**src/rtl/time_param_timer_if.sv**
```systemverilog
// Bus for time_param_timer: parameter programming, countdown control and status.
// The lock_err signal exists only when TIME_PARAM_LOCK_EN is defined.
interface time_param_timer_if #(
  parameter int NUM_PARAMS = 4,
  parameter int VAL_W      = 4
);
  localparam int SEL_W = $clog2(NUM_PARAMS);

  // Strobe semantics: reprogram and start_timer are sampled on every rising edge with no
  // ready/ack; a strobe counts once per edge it is high. Status outputs are registered.
  logic [SEL_W-1:0]            param_select;
  logic [VAL_W-1:0]            time_value;
  logic                        reprogram;
  logic [SEL_W-1:0]            interval_sel;
  logic                        start_timer;
  logic [NUM_PARAMS*VAL_W-1:0] param_bus;
  logic [VAL_W-1:0]            remaining;
  logic                        busy;
  logic                        tick;
  logic                        expired;
  logic                        state_dbg;
`ifdef TIME_PARAM_LOCK_EN
  logic                        lock_err;

  modport master (
    output param_select, time_value, reprogram, interval_sel, start_timer,
    input  param_bus, remaining, busy, tick, expired, state_dbg, lock_err
  );
  modport slave (
    input  param_select, time_value, reprogram, interval_sel, start_timer,
    output param_bus, remaining, busy, tick, expired, state_dbg, lock_err
  );
`else
  modport master (
    output param_select, time_value, reprogram, interval_sel, start_timer,
    input  param_bus, remaining, busy, tick, expired, state_dbg
  );
  modport slave (
    input  param_select, time_value, reprogram, interval_sel, start_timer,
    output param_bus, remaining, busy, tick, expired, state_dbg
  );
`endif
endinterface

```
**src/rtl/time_param_timer.sv**
```systemverilog
// Programmable interval bank plus seconds countdown with a clk-derived 1 s tick.
// Optional TIME_PARAM_LOCK_EN: reprogramming is refused while a countdown is active.
module time_param_timer #(
  parameter int                          NUM_PARAMS   = 4,
  parameter int                          VAL_W        = 4,
  parameter int                          TICK_DIV     = 100_000_000,
  parameter logic [NUM_PARAMS*VAL_W-1:0] DEFAULT_VALS = {4'd10, 4'd15, 4'd8, 4'd6}
) (
  input  logic              clk,
  input  logic              rst,
  time_param_timer_if.slave bus
);
  localparam int SEL_W = $clog2(NUM_PARAMS);
  localparam int PW    = (TICK_DIV > 2) ? $clog2(TICK_DIV) : 1;

  typedef enum logic {IDLE = 1'b0, COUNT = 1'b1} state_t;

  state_t           r_state;
  logic [VAL_W-1:0] r_params [NUM_PARAMS];
  logic [PW-1:0]    r_presc;
  logic             r_tick;
  logic             r_busy;
  logic             r_expired;
  logic [VAL_W-1:0] r_remaining;

  logic                        w_wr_valid;
  logic                        w_wr_blocked;
  logic                        w_abort;
  logic                        w_start_ok;
  logic                        w_presc_wrap;
  logic                        w_presc_clr;
  logic [VAL_W-1:0]            w_wr_val;
  logic [NUM_PARAMS*VAL_W-1:0] w_param_bus;

  assign w_wr_valid = bus.reprogram &&
                      ((SEL_W+1)'(bus.param_select) < (SEL_W+1)'(NUM_PARAMS));
  assign w_wr_val   = (bus.time_value == '0) ? VAL_W'(1) : bus.time_value;
  // Reprogram has priority over start on the same edge.
  assign w_start_ok = bus.start_timer && !bus.reprogram &&
                      ((SEL_W+1)'(bus.interval_sel) < (SEL_W+1)'(NUM_PARAMS));

`ifdef TIME_PARAM_LOCK_EN
  logic r_lock_err;
  assign w_wr_blocked = w_wr_valid && r_busy;
  assign w_abort      = 1'b0;
  assign bus.lock_err = r_lock_err;
`else
  assign w_wr_blocked = 1'b0;
  assign w_abort      = w_wr_valid && r_busy;
`endif

  assign w_presc_wrap = (r_presc == PW'(TICK_DIV - 1));
  assign w_presc_clr  = w_start_ok || w_abort;

  always_comb begin
    w_param_bus = '0;
    for (int i = 0; i < NUM_PARAMS; i++) begin
      w_param_bus[i*VAL_W +: VAL_W] = r_params[i];
    end
  end

  always_ff @(posedge clk) begin
    if (!rst) begin
      r_state     <= IDLE;
      r_presc     <= '0;
      r_tick      <= 1'b0;
      r_busy      <= 1'b0;
      r_expired   <= 1'b0;
      r_remaining <= '0;
      for (int i = 0; i < NUM_PARAMS; i++) begin
        r_params[i] <= DEFAULT_VALS[i*VAL_W +: VAL_W];
      end
`ifdef TIME_PARAM_LOCK_EN
      r_lock_err <= 1'b0;
`endif
    end else begin
      r_expired <= 1'b0;
`ifdef TIME_PARAM_LOCK_EN
      r_lock_err <= w_wr_blocked;
`endif
      if (w_wr_valid && !w_wr_blocked) begin
        r_params[bus.param_select] <= w_wr_val;
      end

      // Clearing also drops any tick about to be issued so a fresh count gets full seconds.
      if (w_presc_clr) begin
        r_presc <= '0;
        r_tick  <= 1'b0;
      end else if (w_presc_wrap) begin
        r_presc <= '0;
        r_tick  <= 1'b1;
      end else begin
        r_presc <= r_presc + PW'(1);
        r_tick  <= 1'b0;
      end

      if (w_abort) begin
        r_state     <= IDLE;
        r_busy      <= 1'b0;
        r_remaining <= '0;
      end else if (w_start_ok) begin
        r_state     <= COUNT;
        r_busy      <= 1'b1;
        r_remaining <= r_params[bus.interval_sel];
      end else if (r_state == COUNT && r_tick) begin
        if (r_remaining <= VAL_W'(1)) begin
          r_state     <= IDLE;
          r_busy      <= 1'b0;
          r_remaining <= '0;
          r_expired   <= 1'b1;
        end else begin
          r_remaining <= r_remaining - VAL_W'(1);
        end
      end
    end
  end

  assign bus.param_bus = w_param_bus;
  assign bus.remaining = r_remaining;
  assign bus.busy      = r_busy;
  assign bus.tick      = r_tick;
  assign bus.expired   = r_expired;
  assign bus.state_dbg = r_state;
endmodule
```
**src/flat_wrapper.sv**
```systemverilog
// flat-port wrapper written by rule: the top's interface ports become plain ports
module time_param_timer_flat 
#(
  parameter int                          NUM_PARAMS   = 4,
  parameter int                          VAL_W        = 4,
  parameter int                          TICK_DIV     = 100_000_000,
  parameter logic [NUM_PARAMS*VAL_W-1:0] DEFAULT_VALS = {4'd10, 4'd15, 4'd8, 4'd6}
)
  (clk, rst, bus_param_select, bus_time_value, bus_reprogram, bus_interval_sel, bus_start_timer, bus_param_bus, bus_remaining, bus_busy, bus_tick, bus_expired, bus_state_dbg);
  time_param_timer_if #(.NUM_PARAMS(NUM_PARAMS), .VAL_W(VAL_W)) bus_i ();
  input  logic clk;
  input  logic rst;
  input wire logic [$bits(bus_i.param_select)-1:0] bus_param_select;
  input wire logic [$bits(bus_i.time_value)-1:0] bus_time_value;
  input wire logic [$bits(bus_i.reprogram)-1:0] bus_reprogram;
  input wire logic [$bits(bus_i.interval_sel)-1:0] bus_interval_sel;
  input wire logic [$bits(bus_i.start_timer)-1:0] bus_start_timer;
  output wire logic [$bits(bus_i.param_bus)-1:0] bus_param_bus;
  output wire logic [$bits(bus_i.remaining)-1:0] bus_remaining;
  output wire logic [$bits(bus_i.busy)-1:0] bus_busy;
  output wire logic [$bits(bus_i.tick)-1:0] bus_tick;
  output wire logic [$bits(bus_i.expired)-1:0] bus_expired;
  output wire logic [$bits(bus_i.state_dbg)-1:0] bus_state_dbg;
  assign bus_i.param_select = bus_param_select;
  assign bus_i.time_value = bus_time_value;
  assign bus_i.reprogram = bus_reprogram;
  assign bus_i.interval_sel = bus_interval_sel;
  assign bus_i.start_timer = bus_start_timer;
  assign bus_param_bus = bus_i.param_bus;
  assign bus_remaining = bus_i.remaining;
  assign bus_busy = bus_i.busy;
  assign bus_tick = bus_i.tick;
  assign bus_expired = bus_i.expired;
  assign bus_state_dbg = bus_i.state_dbg;
  time_param_timer #(.NUM_PARAMS(NUM_PARAMS), .VAL_W(VAL_W), .TICK_DIV(TICK_DIV), .DEFAULT_VALS(DEFAULT_VALS)) u_core (.clk(clk), .rst(rst), .bus(bus_i));
endmodule
```
**config.mk**
```make
export PLATFORM = sky130hd
export DESIGN_NAME = time_param_timer_flat
export DESIGN_NICKNAME = d
export VERILOG_FILES = /design/src/rtl/time_param_timer_if.sv /design/src/rtl/time_param_timer.sv /design/src/flat_wrapper.sv
export SDC_FILE = /design/constraint.sdc
export NUM_CORES = 1
export LEC_CHECK = 0
export BUFFER_PORTS_ARGS = -buffer_cell sky130_fd_sc_hd__buf_2
export CELL_PAD_IN_SITES_DETAIL_PLACEMENT = 0
export CELL_PAD_IN_SITES_GLOBAL_PLACEMENT = 1
export CORE_MARGIN = 4
export CORE_UTILIZATION = 44
export DETAILED_ROUTE_END_ITERATION = 8
export PLACE_DENSITY = 0.87
export REMOVE_ABC_BUFFERS = 1
export SETUP_SLACK_MARGIN = 0.3
export SLEW_MARGIN = 20
export SYNTH_ARGS = -nofsm -noshare
export SYNTH_HDL_FRONTEND = slang
export SYNTH_SLANG_ARGS = --single-unit
```
**constraint.sdc**
```tcl
create_clock -name clk -period 2.9 [get_ports clk]
set_input_delay 0.435 -clock clk [delete_from_list [all_inputs] [get_ports clk]]
set_output_delay 0.435 -clock clk [all_outputs]
set_load 0.03 [all_outputs]
```
Word-level counts from Yosys, hierarchy flattened
Memory sizes are Yosys's and may differ from the RTL's.
Index checks and enable logic that the tools add are counted.
{"block": "word_totals", "reg_bits": 34, "ramBits": 16, "mem_count": 1, "out_inout_bits": 24}
{"name": "u_core.r_params", "words": 4, "word_bits": 4, "read_ports": 5, "rd_clocked_by_memory_dff": 0, "write_ports": 4, "line_no": "time_param_timer.sv:19", "text": "logic [VAL_W-1:0] r_params [NUM_PARAMS];"}
{"block": "classes", "n_reduce_logical": 14, "muxes": 16, "n_addsub": 2, "order_cmp": 1, "n_eq_ne": 1, "bitwise": 2}
{"cell": "27-bit by 1-bit adder with 27-bit output, second input constant", "n": 1}
{"cell": "27-bit == test, second input constant", "n": 1}
{"cell": "4-bit 2-to-1 mux", "n": 5}
{"cell": "1-bit 2-to-1 mux", "n": 10}
{"cell": "4-bit OR reduction", "n": 2}
{"cell": "4-bit by 1-bit less-or-equal comparator with 1-bit output, second input constant", "n": 1}
{"cell": "4-bit logical NOT", "n": 1}
{"cell": "2-bit nonzero test", "n": 2}
{"cell": "2-bit OR reduction", "n": 2}
{"cell": "4-bit by 1-bit subtractor with 4-bit output, second input constant", "n": 1}
{"cell": "1-bit logical AND", "n": 3}
{"cell": "3-bit OR reduction", "n": 1}
{"cell": "2-bit 2-to-1 mux", "n": 1}
{"cell": "1-bit inverter", "n": 2}
{"cell": "2-bit AND reduction", "n": 1}
{"cell": "1-bit logical NOT", "n": 1}
{"cell": "1-bit logical OR", "n": 1}

Logic depth before layout (Yosys ltp)
Gate-level depths: netlist (run 1).
{"block": "logic_depth", "depth_word": 5, "depth_mapped": 6, "ltp_nobuf": 6}

Worst setup path before layout (run 1)
No wires, ideal clock.
{"block": "synth_timing", "path_type": "register to register", "start": "reg u_core.r_presc[0]", "end": "reg u_core.r_presc[3]", "synth_period_minus_slack_ns": 1.975, "arrival_time_ns": 1.843, "t_required_ns": 2.768, "path_stages_with_launch": 7, "path_buffers": 1, "setup_slack_ns": 0.925, "path_cell_list": "dfxtp_1 ha_1 nand2_1 or4_1 nor4_4 buf_2 nor3_1"}
{"block": "synth_via", "elab_chain_cells": 2}
{"element": "from (decl)", "line_no": "time_param_timer.sv:20", "text": "logic [PW-1:0] r_presc;"}
{"element": "from (signal assigned)", "line_no": "time_param_timer.sv:93", "text": "r_presc <= r_presc + PW'(1);"}
{"element": "branches (longest 2 deep; another with 27-bit by 1-bit adder with 27-bit output)"}
Several ways; the timed one is not identified.
A chain may end at the register's enable or synchronous reset.

Worst setup path in the final report (run 1)
{"block": "layout_timing", "start": "reg u_core.r_presc[2]", "end": "reg u_core.r_presc[17]"}
The elaborated chain is that of the path after synthesis.

==> results of run 1 <==
[through the flow]
| step | worst slack [ns] | hold slack, ns | total power, mW | cells |
|---|---|---|---|---|
| finish | 0.843 | 0.414 | 1.36 | 366 |
| floorplan | 0.675 | 0.447 | 0.879 | 248 |
| global placement | 0.917 | 0.456 | 0.938 | 358 |
| CTS | 0.842 | 0.405 | 1.38 | 366 |
| detailed placement | 0.868 | 0.472 | 0.938 | 358 |
| global route | 0.624 | 0.411 | 1.42 | 366 |
[cell usage in the layout (no fill, tap or decap), types with 4 or more instances in the layout]
cell / count
xor2_1: 4
o31ai_1: 10
mux4_2: 4
nand4_1: 7
edfxtp_1: 16
a211oi_1: 14
inv_1: 6
nand3_1: 16
nand2b_1: 5
clkbuf_8: 5
nor4b_1: 4
xnor2_1: 5
dfxtp_1: 34
a21oi_1: 6
or3_1: 8
buf_2: 35
nand2_1: 17
nor3_1: 13
nor2_1: 14
or4_1: 13
nor4_1: 4
o21ai_0: 8
[flip-flops by register name, indices dropped and copies added, names as in the netlist]
signal / flops
u_core.bus.expired: 1
u_core.bus.remaining: 4
u_core.bus.state_dbg: 1
u_core.bus.tick: 1
u_core.r_params: 16
u_core.r_presc: 27
[worst min-delay path by stage]
stage,startpoint,endpoint,cells past startpoint
after CTS,bus_time_value[0],u_core.r_params[2][0],2
after floorplan,u_core.r_presc[0],u_core.r_presc[0],1
final,bus_time_value[0],u_core.r_params[2][0],2
after global routing,bus_time_value[0],u_core.r_params[2][0],2
after detailed placement,u_core.r_presc[0],u_core.r_presc[0],1
after global placement,u_core.r_presc[0],u_core.r_presc[0],1
[layer usage]
| layer | wire length [um] | part of all wire (%) |
|---|---|---|
| met1 | 2790 | 47 |
| met3 | 240 | 4.1 |
| met4 | 68 | 1.2 |
| met2 | 2800 | 47 |
| met5 | 0 | 0 |
[worst max-delay path, cell delays in order, from the launching register on]
cell	delay (ns)
dfxtp_1	0.44
and3_1	0.29
nand3_1	0.36
or4_1	0.57
a211oi_1	0.30
[cells by family (layout without fill, tap and decap cells)]
family	count (synthesis)	in the layout	synth area share [%]
AO/OA/AOI/OAI	49	49	13.7
AND/OR/NAND/NOR	126	126	29.2
XOR/XNOR	9	9	3.05
buffers and inverters	22	52	3.73
adder cells (fa/ha/maj)	3	3	1.45
flip-flops	50	50	45.0
multiplexers	5	5	3.88
[area by class of cell]
class | count | share of cell area, %
clock buffers | 5 | 2.38
inverters | 6 | 0.779
multi-input cells | 192 | 45.8
well taps | 72 | 3.12
flip-flops and latches | 50 | 40.2
clock inverters | 3 | 0.909
repair buffers | 38 | 6.84
[report_power, final]
| part | switching (mW) | internal [mW] |
|---|---|---|
| logic | 0.106 | 0.0512 |
| registers | 0.0176 | 0.747 |
| clock network | 0.261 | 0.180 |
==> flow_metrics.env, run 1 <==
export IMPL_place_hpwl_mm=4.27
export IMPL_initial_utilization_pct=46.0
export IMPL_clkSinkCount=50
export IMPL_hp_class="primary input to flop"
export IMPL_synthTopCellsByCount="dfxtp_1 (34), nand2_1 (17), edfxtp_1 (16), nand3_1 (16)"
export IMPL_syn_cell_area_mm2=0.00258
export IMPL_grt_pass1_wl_mm=10.1
export IMPL_slew_viol_final=0
export IMPL_finalInstanceArea_mm2=0.00289
export IMPL_drc=0
export IMPL_yosysWarnings=0
export IMPL_htreeDepth=2
export IMPL_fmax_ghz=0.486
export IMPL_path_class="flop to flop"
export IMPL_reg2reg_depth=4
export IMPL_r2r_setup_slack_ns=0.84
export IMPL_grt_use_met3_pct=2.85
export IMPL_avgSynthCellArea_um2=9.78
export IMPL_startpoint_type="flop"
export IMPL_yosysTopAreaCell="dfxtp_1"
export IMPL_r2r_start="u_core.r_presc[2]"
export IMPL_yosysMostFrequentCell="dfxtp_1"
export IMPL_yosys_area_top_type_share_pct=26.4
export IMPL_slew_headroom_pct=61.4
export IMPL_ys_async_sr_fraction_pct=0
export IMPL_outcome="finished, final reports clean"
export IMPL_power_leakage_nw=0.937
export IMPL_endpoint_kind="flop"
export IMPL_period_needed_ns=2.06
export IMPL_ioPinCount=36
export IMPL_yosys_top_cells_area="dfxtp_1 (26%), edfxtp_1 (19%), a211oi_1 (4.1%)"
export IMPL_synth_cell_types=49
export IMPL_path_max_fanout=12
export IMPL_power_density_mw_per_mm2=471
export IMPL_syn_instance_count=264
export IMPL_gr_usage_met2_pct=27.0
export IMPL_grt_max_degree=30
export IMPL_die_width_um=84.6
export IMPL_max_vdd_ir_drop_mv=0.191
export IMPL_coreArea_mm2=0.00561
export IMPL_dr_pass1_iters=4
export IMPL_nNetsFinal=308
export IMPL_grt_use_met1_pct=24.0
export IMPL_clockBufferDepth=2
export IMPL_cp_arrival_ns=2.28
export IMPL_grt_pass1_vias=2027
export IMPL_final_layout_size_suffix_gt1_share_pct=20.1
export IMPL_rsz0062_at_grt="false"
export IMPL_fin_util_pct=51.5
export IMPL_max_cap_violations=0
export IMPL_gp_congestion=0.846
export IMPL_vias=2160
export IMPL_hold_viol=0
export IMPL_regArea_mm2=0.00116
export IMPL_hold_buffers=0
export IMPL_setup_viol=0
export IMPL_cp_required_ns=3.12
export IMPL_first_iter_violations=193
export IMPL_finalClockSkew_ns=0.0153
export IMPL_timing_setup_tns_ns=0
export IMPL_synth_edf_count=16
export IMPL_dpl_instance_area_mm2=0.00280
export IMPL_clk_latency_ns=0.31
export IMPL_synth_ff_type="dfxtp_1"
export IMPL_num_fill_cells=574
export IMPL_reg2reg_to="u_core.r_presc[17]"
export IMPL_overflow=0
export IMPL_drt_wl_total_mm=5.90
export IMPL_dieArea_mm2=0.00716
export IMPL_die_y_um=84.6
export IMPL_seq_area_frac_synth_pct=45.0
export IMPL_cp_endpoint="u_core.r_presc[17]"
export IMPL_ant_nets=0
export IMPL_port_buffers=35
export IMPL_cp_startpoint="u_core.r_presc[2]"
export IMPL_clk_pin_slew_worst_paths_ns=0.11
export IMPL_syn_to_final_growth_pct=12.0
export IMPL_cts_setup_buffers=0
export IMPL_grt_busiest_layer="met2"
export IMPL_wire_per_inst_um=16.1
export IMPL_antenna_found_initial=0
export IMPL_row_count=27
export IMPL_ys_ff_latch=50
export IMPL_cts_tree="done"
export IMPL_ctsResizeCount=0
export IMPL_ctsRootBufferMaster="clkbuf_8"
export IMPL_num_antenna_cells=0
export IMPL_timing_final_crit_share_pct=70.9
export IMPL_avgViaCountPerCell=5.90
export IMPL_multiInputGateArea_mm2=0.00132
export IMPL_worst_pin_slew_ns=0.574
export IMPL_grt_use_total_pct=17.1
export IMPL_numCtsBuffers=5
Note: power is estimated with default switching activity, not from simulation.
==> run 2: changes to the inputs <==
- CORE_UTILIZATION: 44 -> 40
- PLACE_DENSITY: 0.87 -> 0.84
- clock period: 2.9 -> 1.7 ns (I/O delays scaled with it)
==> flow_metrics.env, run 2 (synthesized netlist as in run 1, its figures left out) <==
export IMPL_ant_nets=0
export IMPL_nNetsFinal=364
export IMPL_fin_ws_ns=-0.124
export IMPL_path_max_fanout=6
export IMPL_reg2reg_depth=6
export IMPL_grt_use_total_pct=18.0
export IMPL_clk_pin_slew_worst_paths_ns=0.11
export IMPL_dr_pass1_iters=4
export IMPL_layout_common_cells="buf_4 (48), buf_2 (35), dfxtp_1 (16), edfxtp_1 (16)"
export IMPL_num_antenna_cells=0
export IMPL_violations="negative setup slack"
export IMPL_grt_pass1_vias=2180
export IMPL_antenna_found_initial=0
export IMPL_syn_to_final_growth_pct=38.4
export IMPL_hold_path_startpoint="bus_time_value[0]"
export IMPL_hold_path_depth=2
export IMPL_reg2reg_to="u_core.r_presc[15]"
export IMPL_clkSinkCount=50
export IMPL_numCtsBuffers=5
export IMPL_coreArea_mm2=0.00631
export IMPL_overflow=0
export IMPL_power_density_mw_per_mm2=698
export IMPL_path_cells="nand2_1 -> or4_4 -> nor4_4 -> buf_4 -> buf_6 -> a211oi_1"
export IMPL_die_width_um=88.3
export IMPL_die_y_um=88.3
export IMPL_fin_util_pct=56.6
export IMPL_dpl_instance_area_mm2=0.00318
export IMPL_r2r_start="u_core.r_presc[16]"
export IMPL_grt_max_degree=30
export IMPL_first_iter_violations=144
export IMPL_max_cap_violations=0
export IMPL_layout_commonest_cell="buf_4"
export IMPL_vias=2433
export IMPL_p_total_mw=2.50
export IMPL_outcome="finished with violations"
export IMPL_drc=0
export IMPL_top_register="u_core.r_presc"
export IMPL_initial_utilization_pct=40.9
export IMPL_wl_met3_um=215
export IMPL_power_leakage_nw=1.27
export IMPL_final_layout_size_suffix_gt1_share_pct=44.9
export IMPL_wire_per_inst_um=16.3
export IMPL_setup_viol=24
export IMPL_drt_wl_total_mm=6.96
export IMPL_path_class="flop to flop"
export IMPL_cp_arrival_ns=2.01
export IMPL_hp_class="primary input to flop"
export IMPL_clk_latency_ns=0.32
export IMPL_gp_congestion=0.793
export IMPL_slew_headroom_pct=69.9
export IMPL_max_vdd_ir_drop_mv=0.363
export IMPL_cts_tree="done"
export IMPL_clockBufferDepth=2
export IMPL_slew_viol_final=0
export IMPL_avgViaCountPerCell=5.70
export IMPL_ctsRootBufferMaster="clkbuf_8"
export IMPL_top_layer="met4"
export IMPL_hold_end="u_core.r_params[2][0]"
export IMPL_rsz0062_at_grt="true"
export IMPL_startpoint_type="flop"
export IMPL_endpoint_kind="flop"
export IMPL_cp_required_ns=1.89
export IMPL_hold_viol=0
export IMPL_r2r_setup_slack_ns=-0.12
export IMPL_worst_pin_slew_ns=0.446
export IMPL_timing_setup_tns_ns=-2.18
export IMPL_cpPeakStageDelay_ns=0.56
export IMPL_period_needed_ns=1.82
export IMPL_finalClockSkew_ns=0.0149
export IMPL_dp_slack_ns=-0.161
export IMPL_grt_pass1_wl_mm=11.0
export IMPL_met2_length_mm=3.48
export IMPL_finalInstanceArea_mm2=0.00357
export IMPL_wl_met1_mm=3.17
export IMPL_port_buffers=35
export IMPL_fmax_ghz=0.548
export IMPL_timing_final_crit_share_pct=107
export IMPL_ioPinCount=36
export IMPL_row_count=29
export IMPL_htreeDepth=2
export IMPL_place_hpwl_mm=4.87
export IMPL_dieArea_mm2=0.00780
export IMPL_largest_reg_flops=27
export IMPL_critical_path_slowest_cell="or4_4"
[run 2: changes by cell type in the layout (fill, tap and decap cells not counted), moves of 5 or more]
cell	change
dfxtp_1	-18
buf_6	+10
buf_4	+45
a211oi_2	+5
a211oi_1	-5
dfxtp_2	+15
[run 2: worst max path at each step]
stage | startpoint | end | slack (ns) | cells past startpoint
2_1_floorplan | u_core.r_presc[0] | u_core.bus.tick | -0.53 | 5
3_3_place_gp | u_core.r_presc[0] | u_core.r_presc[26] | -0.12 | 5
3_5_place_dp | u_core.r_presc[1] | u_core.r_presc[15] | -0.16 | 6
4_1_cts | u_core.r_presc[0] | u_core.r_presc[26] | -0.1 | 5
5_1_grt | u_core.r_presc[0] | u_core.bus.tick | -0.17 | 7
6_report | u_core.r_presc[16] | u_core.r_presc[15] | -0.12 | 6
[run 2: metal layers]
| layer | GRT usage [%] | up-vias |
|---|---|---|
| met5 | 0 | - |
| met3 | 2.61 | 8 |
| li1 | - | 1206 |
| met4 | 5.36 | 0 |
| met1 | 25.1 | 1175 |
| met2 | 29.0 | 44 |
[run 2: repair_timing]
action	in CTS	in global routing
pin swaps	7	5
hold buffers	0	0
gates cloned	2	0
resized for setup	42	25
endpoints found under the setup margin	29	28
buffers inserted	4	1
[run 2: power breakdown]
part | internal (mW) | switching (mW)
Clock | 0.449 | 0.433
Combinational | 0.114 | 0.197
Sequential | 1.27 | 0.0319
Total | 1.83 | 0.662
[run 2: area by class of cell]
| cell class | instances | area (um^2) |
|---|---|---|
| clock inverters | 3 | 47.5 |
| flip-flops and latches | 50 | 1190 |
| inverters | 6 | 22.5 |
| well taps | 77 | 96.3 |
| fillers | 570 | 2740 |
| clock buffers | 5 | 68.8 |
| multi-input cells | 192 | 1480 |
| repair buffers | 94 | 668 |
[run 2: worst max-delay path, delay by kind of cell, from the launching register on]
family	cells	cell delay [ns]
AND/OR/NAND/NOR	3	0.94
flip-flops	1	0.37
buffers and inverters	2	0.33
AO/OA/AOI/OAI	1	0.06
[run 2: stage by stage]
| step | std cells | hold slack, ns |
|---|---|---|
| after floorplan | 248 | 0.372 |
| after global placement | 412 | 0.495 |
| after detailed placement | 412 | 0.505 |
| after CTS | 426 | 0.213 |
| after global routing | 427 | 0.231 |
| final | 427 | 0.214 |
